**src/rtl/decode_stage.sv**
```systemverilog
// RV32I decode/issue stage: register file read with writeback bypass, busy-bit
// scoreboard for RAW stalls, and a single registered slot toward execute.
module decode_stage #(
    parameter int XLEN  = 32,
    parameter int NREGS = 32
) (
    input  logic            clk,
    input  logic            rst,
    input  logic            in_valid,
    output logic            in_ready,
    input  logic [XLEN-1:0] instr,
    input  logic [XLEN-1:0] pc,
    output logic            out_valid,
    input  logic            out_ready,
    output logic [XLEN-1:0] operand1,
    output logic [XLEN-1:0] operand2,
    output logic [6:0]      alu_op,
    output logic [4:0]      rd,
    output logic            rd_we,
    output logic            illegal,
    input  logic            wb_en,
    input  logic [4:0]      wb_rd,
    input  logic [XLEN-1:0] wb_data
);

    localparam logic [6:0] OPC_OP    = 7'b0110011;
    localparam logic [6:0] OPC_IMM   = 7'b0010011;
    localparam logic [6:0] OPC_LUI   = 7'b0110111;
    localparam logic [6:0] OPC_AUIPC = 7'b0010111;

    function automatic logic [NREGS-1:0] onehot(input logic [4:0] idx);
        onehot      = '0;
        onehot[idx] = 1'b1;
    endfunction

    logic [XLEN-1:0]  regs_r [NREGS];
    logic [NREGS-1:0] busy_r;
    logic             out_valid_r;
    logic [XLEN-1:0]  operand1_r;
    logic [XLEN-1:0]  operand2_r;
    logic [6:0]       alu_op_r;
    logic [4:0]       rd_r;
    logic             rd_we_r;
    logic             illegal_r;

    logic [4:0]       rs1_s;
    logic [4:0]       rs2_s;
    logic [4:0]       rd_s;
    logic [2:0]       funct3_s;
    logic [XLEN-1:0]  rs1_val_s;
    logic [XLEN-1:0]  rs2_val_s;
    logic [XLEN-1:0]  dec_op1_s;
    logic [XLEN-1:0]  dec_op2_s;
    logic [6:0]       dec_alu_s;
    logic             dec_illegal_s;
    logic             dec_rd_we_s;
    logic             use_rs1_s;
    logic             use_rs2_s;
    logic [NREGS-1:0] clr_s;
    logic [NREGS-1:0] set_s;
    logic [NREGS-1:0] busy_eff_s;
    logic [NREGS-1:0] busy_nxt_s;
    logic             hazard_s;
    logic             accept_s;

    assign rs1_s    = instr[19:15];
    assign rs2_s    = instr[24:20];
    assign rd_s     = instr[11:7];
    assign funct3_s = instr[14:12];

    // Register reads with x0 forced to zero and same-cycle writeback forwarded
    always_comb begin
        if (rs1_s == 5'd0) begin
            rs1_val_s = '0;
        end else if (wb_en && (wb_rd == rs1_s)) begin
            rs1_val_s = wb_data;
        end else begin
            rs1_val_s = regs_r[rs1_s];
        end
        if (rs2_s == 5'd0) begin
            rs2_val_s = '0;
        end else if (wb_en && (wb_rd == rs2_s)) begin
            rs2_val_s = wb_data;
        end else begin
            rs2_val_s = regs_r[rs2_s];
        end
    end

    // Opcode decode into the execute bundle and source-usage flags
    always_comb begin
        dec_op1_s     = '0;
        dec_op2_s     = '0;
        dec_alu_s     = 7'h70;
        dec_illegal_s = 1'b1;
        use_rs1_s     = 1'b0;
        use_rs2_s     = 1'b0;
        case (instr[6:0])
            OPC_OP: begin
                dec_alu_s     = {3'b000, instr[30], funct3_s};
                dec_op1_s     = rs1_val_s;
                dec_op2_s     = rs2_val_s;
                dec_illegal_s = 1'b0;
                use_rs1_s     = 1'b1;
                use_rs2_s     = 1'b1;
            end
            OPC_IMM: begin
                dec_alu_s     = {3'b001, (funct3_s == 3'b101) ? instr[30] : 1'b0, funct3_s};
                dec_op1_s     = rs1_val_s;
                dec_op2_s     = {{(XLEN-12){instr[31]}}, instr[31:20]};
                dec_illegal_s = 1'b0;
                use_rs1_s     = 1'b1;
            end
            OPC_LUI: begin
                dec_alu_s     = 7'h20;
                dec_op2_s     = {instr[31:12], 12'h000};
                dec_illegal_s = 1'b0;
            end
            OPC_AUIPC: begin
                dec_alu_s     = 7'h30;
                dec_op1_s     = pc;
                dec_op2_s     = {instr[31:12], 12'h000};
                dec_illegal_s = 1'b0;
            end
            default: begin
                dec_alu_s     = 7'h70;
                dec_illegal_s = 1'b1;
            end
        endcase
        dec_rd_we_s = !dec_illegal_s && (rd_s != 5'd0);
    end

    // Hazard ignores busy bits retiring this cycle since the bypass covers them
    always_comb begin
        clr_s      = wb_en ? onehot(wb_rd) : '0;
        busy_eff_s = busy_r & ~clr_s;
        hazard_s   = in_valid && ((use_rs1_s && busy_eff_s[rs1_s]) ||
                                  (use_rs2_s && busy_eff_s[rs2_s]));
        in_ready   = (!out_valid_r || out_ready) && !hazard_s;
        accept_s   = in_valid && in_ready;
        set_s      = (accept_s && dec_rd_we_s) ? onehot(rd_s) : '0;
        busy_nxt_s = (busy_eff_s | set_s) & ~onehot(5'd0);
    end

    // Register file write port
    always_ff @(posedge clk or negedge rst) begin
        if (!rst) begin
            for (int i = 0; i < NREGS; i++) begin
                regs_r[i] <= '0;
            end
        end else if (wb_en && (wb_rd != 5'd0)) begin
            regs_r[wb_rd] <= wb_data;
        end
    end

    // Busy scoreboard
    always_ff @(posedge clk or negedge rst) begin
        if (!rst) begin
            busy_r <= '0;
        end else begin
            busy_r <= busy_nxt_s;
        end
    end

    // Output slot: load on acceptance, empty once taken without a refill
    always_ff @(posedge clk or negedge rst) begin
        if (!rst) begin
            out_valid_r <= 1'b0;
            operand1_r  <= '0;
            operand2_r  <= '0;
            alu_op_r    <= 7'h00;
            rd_r        <= 5'd0;
            rd_we_r     <= 1'b0;
            illegal_r   <= 1'b0;
        end else if (accept_s) begin
            out_valid_r <= 1'b1;
            operand1_r  <= dec_op1_s;
            operand2_r  <= dec_op2_s;
            alu_op_r    <= dec_alu_s;
            rd_r        <= rd_s;
            rd_we_r     <= dec_rd_we_s;
            illegal_r   <= dec_illegal_s;
        end else if (out_ready) begin
            out_valid_r <= 1'b0;
        end
    end

    assign out_valid = out_valid_r;
    assign operand1  = operand1_r;
    assign operand2  = operand2_r;
    assign alu_op    = alu_op_r;
    assign rd        = rd_r;
    assign rd_we     = rd_we_r;
    assign illegal   = illegal_r;

endmodule

```
**config.mk**
```make
export PLATFORM = sky130hd
export DESIGN_NAME = decode_stage
export DESIGN_NICKNAME = d
export VERILOG_FILES = /design/src/rtl/decode_stage.sv
export SDC_FILE = /design/constraint.sdc
export NUM_CORES = 2
export LEC_CHECK = 0
export CORE_ASPECT_RATIO = 1.2
export CORE_MARGIN = 2
export CORE_UTILIZATION = 55
export CTS_CLUSTER_SIZE = 25
export DETAILED_ROUTE_END_ITERATION = 8
export PLACE_DENSITY_LB_ADDON = 0.05
export SYNTH_ARGS = -nofsm -noshare
export SYNTH_HDL_FRONTEND = slang
export SYNTH_SLANG_ARGS = --single-unit
```
**constraint.sdc**
```tcl
create_clock -name clk -period 2.2 [get_ports clk]
set_input_delay 0.22 -clock clk [delete_from_list [all_inputs] [get_ports clk]]
set_output_delay 0.22 -clock clk [all_outputs]
set_load 0.02 [all_outputs]
```
==> impl_metrics.tcl <==
set metrics [dict create \
    status "finished, violations left" \
    violations "setup timing" \
    grt_pass1_vias 45568 \
    start_util 0.555 \
    finalSetupViolCount 111 \
    crit_required_ns 1.98 \
    yosysUniqueCellTypes 64 \
    routed_via_density 6.65 \
    coreArea_um2 109000 \
    worst_pin_slew_ns 1.19 \
    final_area_um2 77400 \
    fp.dieH_um 368 \
    area_growth_pct 27.4 \
    portBuffers 185 \
    cp_max_fo 2 \
    dp_hpwl_um 142000 \
    critPathSlowestCell "dfrtp_1" \
    reg2reg_slack_ns -0.58 \
    synth_simple_gate_area_frac 0.0281 \
    grt_overflow 0 \
    hold_slack_ns 0.152 \
    min_to "out_valid" \
    synth_edf_count 0 \
    mostFrequentLayoutCell "dfrtp_1" \
    first_pass_iters 7 \
    p_leak_nw 35.2 \
    grt_use_total 0.385 \
    setup.worst_path.class "flop to output pin" \
    placed_cell_area_um2 72600 \
    ys.flop_type "dfrtp_1" \
    clock_tree.buffer_depth 3 \
    r2r_start "busy_r[31]" \
    final_cell_mix "dfrtp_1 (1134), mux2_2 (995), buf_4 (859), mux4_2 (505), nand2_1 (208)" \
    syn_area_per_cell_um2 14.4 \
    reg2regPathDepth 11 \
    timing.rr.end "operand2[22]" \
    routedWlPerCell_um 32.4 \
    drt-initial-drc-count 4448 \
    antenna_cells 0 \
    via_count 44064 \
    synth_compound_area_frac 0.0534 \
    ys_seq_area_frac 0.467 \
    cts_tree "done" \
    synth_mux_area_frac 0.417 \
    finalWorstSetupSlack_ns -0.666 \
    finalMaxSlewViolations 0 \
    max_cap_violations 0 \
    clock_skew_ns 0.0449 \
    pre_cts_slack_ns -1.38 \
    synth_top_family_by_area "multiplexers" \
    grt_first_pass_wirelength_um 315000 \
    synth.cell_area_um2 60700 \
    synthArstFlopShare 1.00 \
    synthCells 4228 \
    vdd_drop_max_mv 0.732 \
    dieArea_um2 113000 \
    rsz0062_at_grt "true" \
    clk-insertion-delay-late_ns 0.76 \
    wirelength_um 215000 \
    gp_congestion 0.924 \
    synth_fa_ha_area_frac 0 \
    nets 5223 \
    die_w_um 307 \
    synth-seq-cells 1134 \
    hold_class "input port to flop" \
    ctsHtreeMaxLevel 3 \
    slew_headroom 0.207 \
    antenna_found_initial 1 \
    finalCritPeriodShare 1.30 \
    hold_path_depth 3 \
    min_period_ns 2.87 \
    synth_nets 4334 \
    drive_gt1_frac 0.562 \
    path_cells "mux2_4 > o221a_1 > a22oi_2 > a31oi_1 > a221oi_2 > o21a_1 > buf_6" \
    synth_xor_area_frac 0.00144 \
    critical_path_arrival_ns 2.65 \
    rows 133 \
    postRouteAntennaNets 0 \
    numClockSinks 1134 \
    clock.fmax_mhz 349 \
    startpoint_type "flop" \
    p_per_area_nw_per_um2 814 \
    cp_top_family "compound AO/OA/AOI/OAI gates" \
    hp-start "out_ready" \
    grt_max_degree 85 \
    pin_count 186 \
    final_hold_viol_count 0 \
    num-fill-cells 7662 \
    cts.reportedPaths.clkPinSlew_ns 0.06 \
    cp-end-kind "output pin" \
    drcViolationCount 0 \
    cp.buffers_inverters 1 \
    numCtsBuffers 117 \
    cts_root_buffer "clkbuf_16" \
    critPathMaxStageDelay_ns 0.40 \
    ys_warn_count 0 \
]
==> Yosys cell counts, drive strengths merged (4+ instances only) <==
library cell,number,area (µm²)
a211oi,6,45.0
inv,14,52.6
mux2i,197,1970
o211ai,31,233
nor2b,4,25.0
or2,6,37.5
a31oi,8,50.1
a22oi,41,308
dfrtp,1134,28400
mux2,1065,12000
o2111ai,15,131
nand4,7,50.1
nor3,12,60.1
clkbuf,301,1130
nand3,15,75.1
xor2,8,70.1
nand2,221,830
o21a,4,30.0
nand2b,13,81.3
o221ai,17,149
nor2,75,282
a221oi,42,374
and3,4,25.0
o41ai,31,504
buf,164,793
o21ai,159,796
mux4,505,11400
a21oi,76,380
==> state kept, by name, indices dropped and copies added (netlist names) <==
| register | cells |
|---|---|
| rd | 5 |
| rd_we | 1 |
| illegal | 1 |
| busy_r | 31 |
| operand2 | 32 |
| regs_r | 1024 |
| alu_op | 7 |
| out_valid | 1 |
| operand1 | 32 |
==> kinds of logic after synthesis <==
group           Yosys count
flops                  1134
mux                    1767
buf+inv                 479
xor+xnor                 10
compound gates          457
simple gates            381
==> worst min-delay path, delay by kind of cell <==
family	cells	cell delay, ns
buffers and inverters	1	0.39
and+or+nand+nor	2	0.26
==> layer usage <==
metal  up-vias  wire length [µm]  global-route usage
met2      2032            103000               0.617
met3       568             15800              0.0582
li1      18038                 -                   -
met5         -                 0                   0
met4         0             12600               0.196
met1     23426             83600               0.516
==> what timing repair did <==
| action | 4_1_cts | 5_1_grt |
|---|---|---|
| buffers inserted | 20 | 3 |
| resized for setup | 91 | 20 |
| setup endpoints to repair | 131 | 111 |
| hold endpoints to repair | 566 | 0 |
| hold buffers | 3 | 0 |
| pin swaps | 40 | 19 |
| cloned | 8 | 0 |
==> area by class of cell <==
cell class	count	area (µm²)	share of cell area
clock buffers	164	3430	0.0443
clock inverters	43	482	0.00623
inverters	14	57.6	0.000744
multi-input cells	2615	31100	0.402
flip-flops and latches	1134	28400	0.367
well taps	1417	1770	0.0229
repair buffers	1235	12100	0.157
==> stage by stage <==
stage | power, mW | util | cells | setup TNS (ns)
after floorplan | 35.5 | - | 4228 | -29.71
after global placement | 41.8 | 0.663 | 6388 | -508.87
after detailed placement | 42.4 | 0.663 | 6388 | -510.21
after CTS | 63.0 | 0.706 | 6622 | -59.30
after global routing | 65.3 | 0.706 | 6622 | -65.95
final | 62.9 | 0.706 | 6622 | -56.12
==> worst max path at each step <==
stage,startpoint,cells past startpoint,endpoint
finish,busy_r[12],7,in_ready
floorplan,instr[15],11,operand1[10]
CTS,busy_r[12],8,in_ready
detailed placement,wb_en,11,in_ready
global placement,wb_rd[3],11,in_ready
global route,busy_r[12],7,in_ready
==> power by group <==
| part | internal (mW) | switching [mW] |
|---|---|---|
| clock network | 11.7 | 8.75 |
| logic | 9.63 | 5.97 |
| registers | 24.5 | 2.38 |
| total | 45.8 | 17.1 |
No activity file was read; power rests on OpenSTA's default activity.
